--- config.mk ---
export PLATFORM = sky130hd
export DESIGN_NAME = ysyx_ifq
export DESIGN_NICKNAME = d
export VERILOG_FILES = /design/src/rtl/ysyx_pkg.sv /design/src/rtl/ysyx_ifq.sv
export SDC_FILE = /design/constraint.sdc
export NUM_CORES = 1
export LEC_CHECK = 0
export BUFFER_PORTS_ARGS = -buffer_cell sky130_fd_sc_hd__buf_2
export CORE_AREA = 2 2 165 167
export DETAILED_ROUTE_END_ITERATION = 10
export DIE_AREA = 0 0 167 169
export GPL_ROUTABILITY_DRIVEN = 0
export GPL_TIMING_DRIVEN = 0
export PLACE_DENSITY = 0.69
export SYNTH_ARGS = -nofsm -noshare
export SYNTH_HDL_FRONTEND = slang
export SYNTH_SLANG_ARGS = --single-unit
--- constraint.sdc ---
create_clock -name clk -period 3.5 [get_ports clk]
set_clock_uncertainty 0.1 [all_clocks]
set_input_delay 0.175 -clock clk [delete_from_list [all_inputs] [get_ports clk]]
set_output_delay 0.175 -clock clk [all_outputs]
set_load 0.02 [all_outputs]
--- src/rtl/ysyx_pkg.sv ---
// ysyx_pkg: types and defaults shared between the fetch queue and the IDU.
//   YSYX_IFQ_DEPTH  default queue depth (overridable on the command line)
//   ifq_entry_t     one fetched beat {inst, pc, speculation}; the IDU input
//                   latch stores the same structure.
`ifndef YSYX_IFQ_DEPTH
`define YSYX_IFQ_DEPTH 4
`endif

package ysyx_pkg;

  localparam int unsigned YSYX_BIT_W = 32;
  localparam int unsigned IFQ_DEPTH  = `YSYX_IFQ_DEPTH;

  typedef struct packed {
    logic [31:0]            inst;
    logic [YSYX_BIT_W-1:0]  pc;
    logic                   speculation;
  } ifq_entry_t;

endpackage

--- src/rtl/ysyx_ifq.sv ---
// ysyx_ifq: instruction fetch queue between the fetch unit and the IDU.
// Buffers {inst, pc, speculation} beats and presents them in program order
// on a valid/ready link. Flush drops every entry.
//
// Ports
//   clk, rst               clock; asynchronous active-low reset
//   flush                  drop all entries; in-flight beat is discarded
//   in_valid/in_ready      push handshake from fetch
//   in_inst/in_pc/in_speculation  pushed beat
//   valid_o/next_ready     pop handshake toward the IDU
//   inst_o/pc_o/speculation_o     head beat, zero when !valid_o
//   count_o                occupancy
//
// Optional feature: define YSYX_IFQ_BYPASS_EN to let a beat arriving at an
// empty queue drive the outputs in the same cycle (zero-latency fetch->IDU).
// Without it there is no combinational path from in_* to the outputs.
module ysyx_ifq
  import ysyx_pkg::*;
#(
  parameter int unsigned BIT_W = YSYX_BIT_W,
  parameter int unsigned DEPTH = IFQ_DEPTH
) (
  input  logic                   clk,
  input  logic                   rst,
  input  logic                   flush,
  input  logic                   in_valid,
  input  logic [31:0]            in_inst,
  input  logic [BIT_W-1:0]       in_pc,
  input  logic                   in_speculation,
  output logic                   in_ready,
  output logic                   valid_o,
  output logic [31:0]            inst_o,
  output logic [BIT_W-1:0]       pc_o,
  output logic                   speculation_o,
  input  logic                   next_ready,
  output logic [$clog2(DEPTH):0] count_o
);

  localparam int unsigned PTR_W = $clog2(DEPTH);
  localparam int unsigned CNT_W = PTR_W + 1;

  logic [PTR_W-1:0] rd_ptr_q, rd_ptr_d;
  logic [PTR_W-1:0] wr_ptr_q, wr_ptr_d;
  logic [CNT_W-1:0] count_q,  count_d;

  ifq_entry_t mem_q [DEPTH];

  ifq_entry_t in_entry;
  ifq_entry_t head;
  logic       empty;
  logic       full;
  logic       bypass;
  logic       push;
  logic       pop;

  assign in_entry.inst        = in_inst;
  assign in_entry.pc          = in_pc;
  assign in_entry.speculation = in_speculation;

  assign empty = (count_q == '0);
  assign full  = (count_q == CNT_W'(DEPTH));

  // in_ready depends on registered occupancy only, so the IDU's ready never
  // reaches back into the fetch unit.
  assign in_ready = !full;

`ifdef YSYX_IFQ_BYPASS_EN
  // Gated by rst so outputs stay at reset values while reset is held.
  assign bypass = empty & in_valid & !flush & rst;
`else
  assign bypass = 1'b0;
`endif

  always_comb begin
    head    = mem_q[rd_ptr_q];
    valid_o = !empty;
    if (bypass) begin
      head    = in_entry;
      valid_o = 1'b1;
    end
  end

  assign inst_o        = valid_o ? head.inst        : 32'h0;
  assign pc_o          = valid_o ? head.pc          : '0;
  assign speculation_o = valid_o ? head.speculation : 1'b0;
  assign count_o       = count_q;

  // A bypassed beat taken by the IDU in the same cycle is never written.
  always_comb begin
    pop  = !empty & next_ready & !flush;
    push = in_valid & in_ready & !flush & !(bypass & next_ready);
  end

  always_comb begin
    rd_ptr_d = rd_ptr_q;
    wr_ptr_d = wr_ptr_q;
    count_d  = count_q;
    if (flush) begin
      rd_ptr_d = '0;
      wr_ptr_d = '0;
      count_d  = '0;
    end else begin
      if (push) wr_ptr_d = wr_ptr_q + 1'b1;
      if (pop)  rd_ptr_d = rd_ptr_q + 1'b1;
      case ({push, pop})
        2'b10:   count_d = count_q + 1'b1;
        2'b01:   count_d = count_q - 1'b1;
        default: count_d = count_q;
      endcase
    end
  end

  always_ff @(posedge clk or negedge rst) begin
    if (!rst) begin
      rd_ptr_q <= '0;
      wr_ptr_q <= '0;
      count_q  <= '0;
    end else begin
      rd_ptr_q <= rd_ptr_d;
      wr_ptr_q <= wr_ptr_d;
      count_q  <= count_d;
    end
  end

  // Storage carries no reset; occupancy alone decides what is valid.
  always_ff @(posedge clk) begin
    if (push) mem_q[wr_ptr_q] <= in_entry;
  end

endmodule

==> run_results.csv, run 1 <==
group,metric,value,unit
synthesis,ys_seq_elements,267,
power_and_ir_drop,power_frac_seq,42.8,%
power_and_ir_drop,intPower,0.00629,W
finish,fin_util,50.1,%
synthesis,ys_types,34,
global_routing,antenna_found_initial,0,
power_and_ir_drop,pwr-share-clk,34.1,%
die,die_area,28200,µm²
detailed_routing,drc,0,
finish,fill_cells,2170,
finish,n_antenna_cell,0,
die,core,26500,µm²
power_and_ir_drop,power_switching,0.00236,W
cts,cts_num_sinks,267,
critical_path,critPathLaunchType,"register",
worst_hold_path,hold_path.class,"primary input to register",
critical_path,reg2reg_slack,0.63,ns
detailed_routing,wire_per_inst,20.1,µm
critical_path,r2r_start,"count_o[0]",
die,row_count,60,
placement,place.port_buffers,138,
detailed_routing,firstDrtPassIters,5,
power_and_ir_drop,ir_drop,0.526,mV
detailed_routing,vias,5386,
finish,area_growth_syn_to_layout,27.7,%
synthesis,yosysWarningCount,0,
placement,dpl-instance-area,11600,µm²
critical_path,worst-r2r-cell-count,9,
timing,hold_viol,0,
synthesis,ys_top_cells_by_area,"edfxtp_1 75%, mux4_2 14%, and2_1 3.9%, dfrtp_1 1.7%, buf_12 0.77%",
cts,cts_htree_levels,1,
synthesis,synth.avg_cell_area,21.8,µm²
cts,cts_tree,"yes",
detailed_routing,initialDrtViolationCount,323,
finish,drive_above_1_share,36.1,%
critical_path,critical_path_class,"register to output port",
die,initial_core_util,39.2,%
critical_path,startpoint,"count_o[0]",
finish,postLayoutCellArea,13300,µm²
timing,setup_viol,0,
cts,clkSlewWorstSetupHoldPaths,0.06,ns
cts,clk_latency,0.54,ns
timing,slew_headroom,51.3,%
die,io-pin-count,140,
timing,rsz0062_at_grt,"no",
synthesis,netlist.top_cell.by_area,"edfxtp_1",
detailed_routing,drt-total-wl,21800,µm
detailed_routing,vias_per_cell,4.98,
finish,final_nets,794,
global_routing,grt_pass1_wl,33900,µm
cts,postCtsSetupBuffers,0,
critical_path,worst_setup_path_end_kind,"output port",
placement,dpl.hpwl,13300,µm
timing,final.period_utilization,88.5,%
cts,cts-root-buf,"clkbuf_16",
status,status,"completed",
cts,hold_buffers,70,
synthesis,synthesis.nets,552,
cts,numCtsBuffers,28,
critical_path,crit_path_end,"pc_o[20]",
power_and_ir_drop,power_density,651,nW/µm²
timing,max_freq,323,MHz
global_routing,grt_overflow,0,
power_and_ir_drop,swShare,27.3,%
power_and_ir_drop,p_leak,4.62,nW
timing,worst_pin_slew,0.730,ns
die,die_h,169,µm
timing,layout_min_cycle_time,3.10,ns
critical_path,critPathRequiredTime,3.22,ns
synthesis,syn-cell-area,10400,µm²
critical_path,crit_arrival,2.82,ns
critical_path,rr_endpoint,"count_o[2]",
die,die_w,167,µm
synthesis,yosysTopAreaCellShare,75.1,%
run,drv_cap,0,
global_routing,first_global_vias,6011,
global_routing,track_usage,15.5,%
critical_path,critical_path_peak_fanout,10,
timing,maxSlewViolCount,0,
synthesis,seq_area_frac_synth,76.8,%
detailed_routing,antenna_left,0,
power_and_ir_drop,combPwrFrac,23.0,%
cts,cts_resized,0,
global_routing,grt_max_degree,43,
cts,cts.path.max_buffers,3,
synthesis,syn_inst,477,
-- layout by cell type, fill, tap and decap left out, types with 5 or more instances in the layout --
cell type      instances
edfxtp_1             260
buf_2                142
dlygate4sd3_1         70
mux4_2                65
and2_1                65
clkbuf_16             28
clkbuf_1              18
dfrtp_1                7
nand2_1                6
nor2_1                 6
clkinv_2               5
-- cells in the mapped netlist --
library cell    n
edfxtp_1      260
and2_1         65
mux4_2         65
clkbuf_1       14
dfrtp_1         7
nand2_1         6
nor2_1          6
and3_1          4
buf_12          4
buf_2           4
ha_1            4
inv_1           4
a21oi_1         3
buf_4           3
nand3_1         3
nor3_1          3
xor2_1          3
a2111oi_0       2
nor2b_1         2
a21boi_0        1
a21o_1          1
a311o_1         1
a31oi_1         1
and2b_1         1
buf_6           1
fa_1            1
inv_2           1
mux2i_1         1
nand2b_1        1
nor3b_1         1
o311ai_0        1
or3b_1          1
or4_1           1
xnor2_1         1
-- critical path, cell delays in order (launching register included) --
cell	delay (ns)
dfrtp_1	0.40
buf_2	0.21
nor3_1	0.09
inv_1	0.20
clkbuf_1	0.57
clkbuf_1	0.43
and2_1	0.21
buf_2	0.17
-- power groups by stage --
stage | Sequential [W] | Combinational, W | Clock [W]
after detailed placement | 0.00377 | 0.00197 | 0
final | 0.00370 | 0.00199 | 0.00295
after global placement | 0.00377 | 0.00191 | 0
after CTS | 0.00370 | 0.00204 | 0.00304
after global routing | 0.00371 | 0.00216 | 0.00316
after floorplan | 0.00377 | 0.00129 | 0
-- through the flow --
stage / std cells / setup WS [ns] / total power [W] / hold slack [ns] / setup TNS (ns)
2_1_floorplan: 477 / 0.201 / 0.00506 / -0.221 / 0
3_3_place_gp: 956 / -0.780 / 0.00568 / -0.0872 / -198.04
3_5_place_dp: 960 / 0.666 / 0.00574 / -0.0723 / 0
4_1_cts: 1081 / 0.388 / 0.00878 / 0.00128 / 0
5_1_grt: 1081 / 0.178 / 0.00904 / 0.0236 / 0
6_report: 1081 / 0.402 / 0.00865 / 0.0376 / 0
-- how the worst min path moves through the flow --
stage / from / end / slack (ns) / cells past startpoint
after floorplan: rst / count_o[0] / -0.22 / 0
after global placement: rst / count_o[2] / -0.09 / 1
after detailed placement: rst / count_o[2] / -0.07 / 1
after CTS: in_valid / count_o[2] / 0.001 / 4
after global routing: in_valid / count_o[2] / 0.02 / 4
final: in_valid / count_o[2] / 0.04 / 4
-- flip-flops by register name, summed over array words and instances, names as in the netlist --
signal and flops:
wr_ptr_q 2, count_o 3, mem_q 260, rd_ptr_q 2
-- per-layer routing --
layer	vias to the layer above	share of wire [%]	global-route usage [%]
met5	-	0	0
met4	0	2.2	4.12
li1	2422	-	-
met3	41	5.4	3.06
met2	151	51	27.2
met1	2772	41	19.8
-- final cells by class --
cell class | instances | area (µm²) | area share [%]
Sequential cell | 267 | 7980 | 60.1
Multi-Input combinational cell | 179 | 2230 | 16.8
Timing Repair Buffer | 212 | 1500 | 11.3
Clock buffer | 36 | 771 | 5.80
Tap cell | 341 | 427 | 3.21
Buffer | 26 | 186 | 1.40
Clock inverter | 15 | 163 | 1.23
Inverter | 5 | 18.8 | 0.141
-- logic make-up after synthesis --
family	count (synthesis)	share of synthesized area, %
buffers and inverters	31	1.97
DFF	267	76.8
and+or+nand+nor	94	5.36
adders and majority gates	5	0.674
xor gates and xnor gates	4	0.337
muxes	66	14.2
AOI/OAI and AO/OA	10	0.698
Note: power is estimated with default switching activity, not from simulation.
==> run 2: changes to the inputs <==
- CORE_AREA: 2 2 165 167 -> 2 2 196 140
- DIE_AREA: 0 0 167 169 -> 0 0 198 142
- PLACE_DENSITY: 0.69 -> 0.7
==> run_results.csv, run 2 (same netlist as run 1, synthesis figures left out) <==
group,metric,value,unit
status,status,"completed",
finish,final_common_cell,"edfxtp_1",
die,initial_core_util,39.5,%
timing,worst_pin_slew,0.683,ns
critical_path,critPathLaunchType,"register",
critical_path,critPathRequiredTime,3.22,ns
cts,cts.path.max_buffers,3,
cts,clkSlewWorstSetupHoldPaths,0.06,ns
cts,clk_latency,0.53,ns
critical_path,path_buf_inv,5,
power_and_ir_drop,power_density,629,nW/µm²
timing,final.period_utilization,84.4,%
timing,hold_viol,0,
critical_path,crit_arrival,2.68,ns
global_routing,grt_overflow,0,
die,row_count,50,
placement,dp_cells,983,
finish,area_growth_syn_to_layout,26.4,%
detailed_routing,drt-total-wl,21300,µm
timing,rsz0062_at_grt,"no",
global_routing,antenna_found_initial,0,
finish,largest_reg_flops,260,
die,die_h,142,µm
detailed_routing,vias_per_cell,4.95,
timing,layout_min_cycle_time,2.95,ns
global_routing,first_global_vias,5919,
detailed_routing,route.met3.wl,1030,µm
critical_path,critical_path_peak_fanout,10,
placement,place.port_buffers,138,
cts,cts_tree,"yes",
cts,cts_num_sinks,267,
timing,setup_viol,0,
finish,register_area,7980,µm²
finish,largest-register,"mem_q",
finish,drive_above_1_share,35.1,%
detailed_routing,drc,0,
timing,worst_hold_slack,0.290,ns
timing,slew_headroom,54.5,%
finish,final_nets,792,
placement,dpl.hpwl,12900,µm
cts,numCtsBuffers,26,
detailed_routing,antenna_left,0,
detailed_routing,initialDrtViolationCount,265,
die,core,26300,µm²
critical_path,worst_setup_path_end_kind,"output port",
critical_path,crit_slowest_cell,"clkbuf_1",
power_and_ir_drop,p_leak,4.54,nW
power_and_ir_drop,ir_drop,0.453,mV
run,drv_cap,0,
critical_path,critical_path_class,"register to output port",
cts,cts_htree_levels,1,
critical_path,cp_top_family,"buffers and inverters",
timing,max_freq,339,MHz
timing,fin_ws,0.547,ns
die,die_area,28100,µm²
finish,multi_input_area,2230,µm²
detailed_routing,firstDrtPassIters,4,
die,io-pin-count,140,
global_routing,track_usage,15.7,%
finish,n_antenna_cell,0,
critical_path,slowest_delay,0.45,ns
detailed_routing,met1_length,9190,µm
global_routing,grt_max_degree,38,
finish,fin_cells,1096,
power_and_ir_drop,total_power,0.00826,W
finish,fill_cells,2110,
detailed_routing,vias,5420,
detailed_routing,wire_per_inst,19.5,µm
timing,maxSlewViolCount,0,
cts,cts_resized,0,
detailed_routing,met2_wirelength,10700,µm
placement,place_ws,0.740,ns
die,die_w,198,µm
worst_hold_path,hold_path.class,"primary input to register",
finish,final_cell_mix,"260 x edfxtp_1, 142 x buf_2, 70 x dlygate4sd3_1, 65 x mux4_2, 65 x and2_1",
cts,cts-root-buf,"clkbuf_16",
critical_path,critical_path.cell_chain,"buf_2 > nor3_1 > inv_1 > clkbuf_1 > clkbuf_1 > and2_1 > buf_2",
detailed_routing,top_layer,"met4",
global_routing,grt_pass1_wl,33400,µm
run 2: cell types whose count changed in the layout (fill, tap and decap cells not counted):
cell,delta
bufinv_16,-2
clkbuf_1,+3
clkbuf_16,-1
clkbuf_8,-4
clkinv_1,-1
clkinv_8,-1
clkinvlp_4,-1
inv_6,-1
run 2: cell type report:
type / count / share of cell area [%]
plain buffers: 26 / 1.42
inverters: 5 / 0.143
well taps: 364 / 3.47
repair buffers: 212 / 11.4
clock inverters: 9 / 0.505
clock buffers: 34 / 5.34
flip-flops and latches: 267 / 60.7
multi-input cells: 179 / 17.0
run 2: metal layers:
layer | GRT usage [%] | vias up
met5 | 0 | -
met4 | 3.88 | 0
met3 | 3.36 | 36
met2 | 27.2 | 160
met1 | 20.2 | 2824
li1 | - | 2400
run 2: path summary, 6_finish.rpt:
path	cells after the start	from	slack, ns	endpoint
max	7	count_o[0]	0.55	pc_o[8]
min	2	in_inst[9]	0.29	mem_q[3][42]
max reg2reg	9	count_o[0]	0.68	count_o[1]
min reg2reg	2	wr_ptr_q[1]	0.50	wr_ptr_q[1]
max in group asynchronous	3	rst	2.53	wr_ptr_q[1]
min in group asynchronous	3	rst	0.51	wr_ptr_q[0]
run 2: through the flow:
step           TNS, ns  utilization, %  area (µm²)
6_report             0            49.9       13100
3_5_place_dp         0            44.3       11700
5_1_grt              0            49.9       13100
2_1_floorplan        0               -       10400
3_3_place_gp   -210.88            43.8       11500
4_1_cts              0            49.9       13100
run 2: what timing repair did:
action                                 4_1_cts  5_1_grt
endpoints found under the hold margin      273        0
setup endpoints to repair                    0        0
hold buffers                                70        0
buffers inserted                             0        0
run 2: power by group:
| group | internal (W) | total (W) | switching (W) |
|---|---|---|---|
| Combinational | 0.000859 | 0.00199 | 0.00113 |
| Sequential | 0.00366 | 0.00371 | 0.0000476 |
| Clock | 0.00147 | 0.00257 | 0.00110 |
| Total | 0.00599 | 0.00826 | 0.00228 |
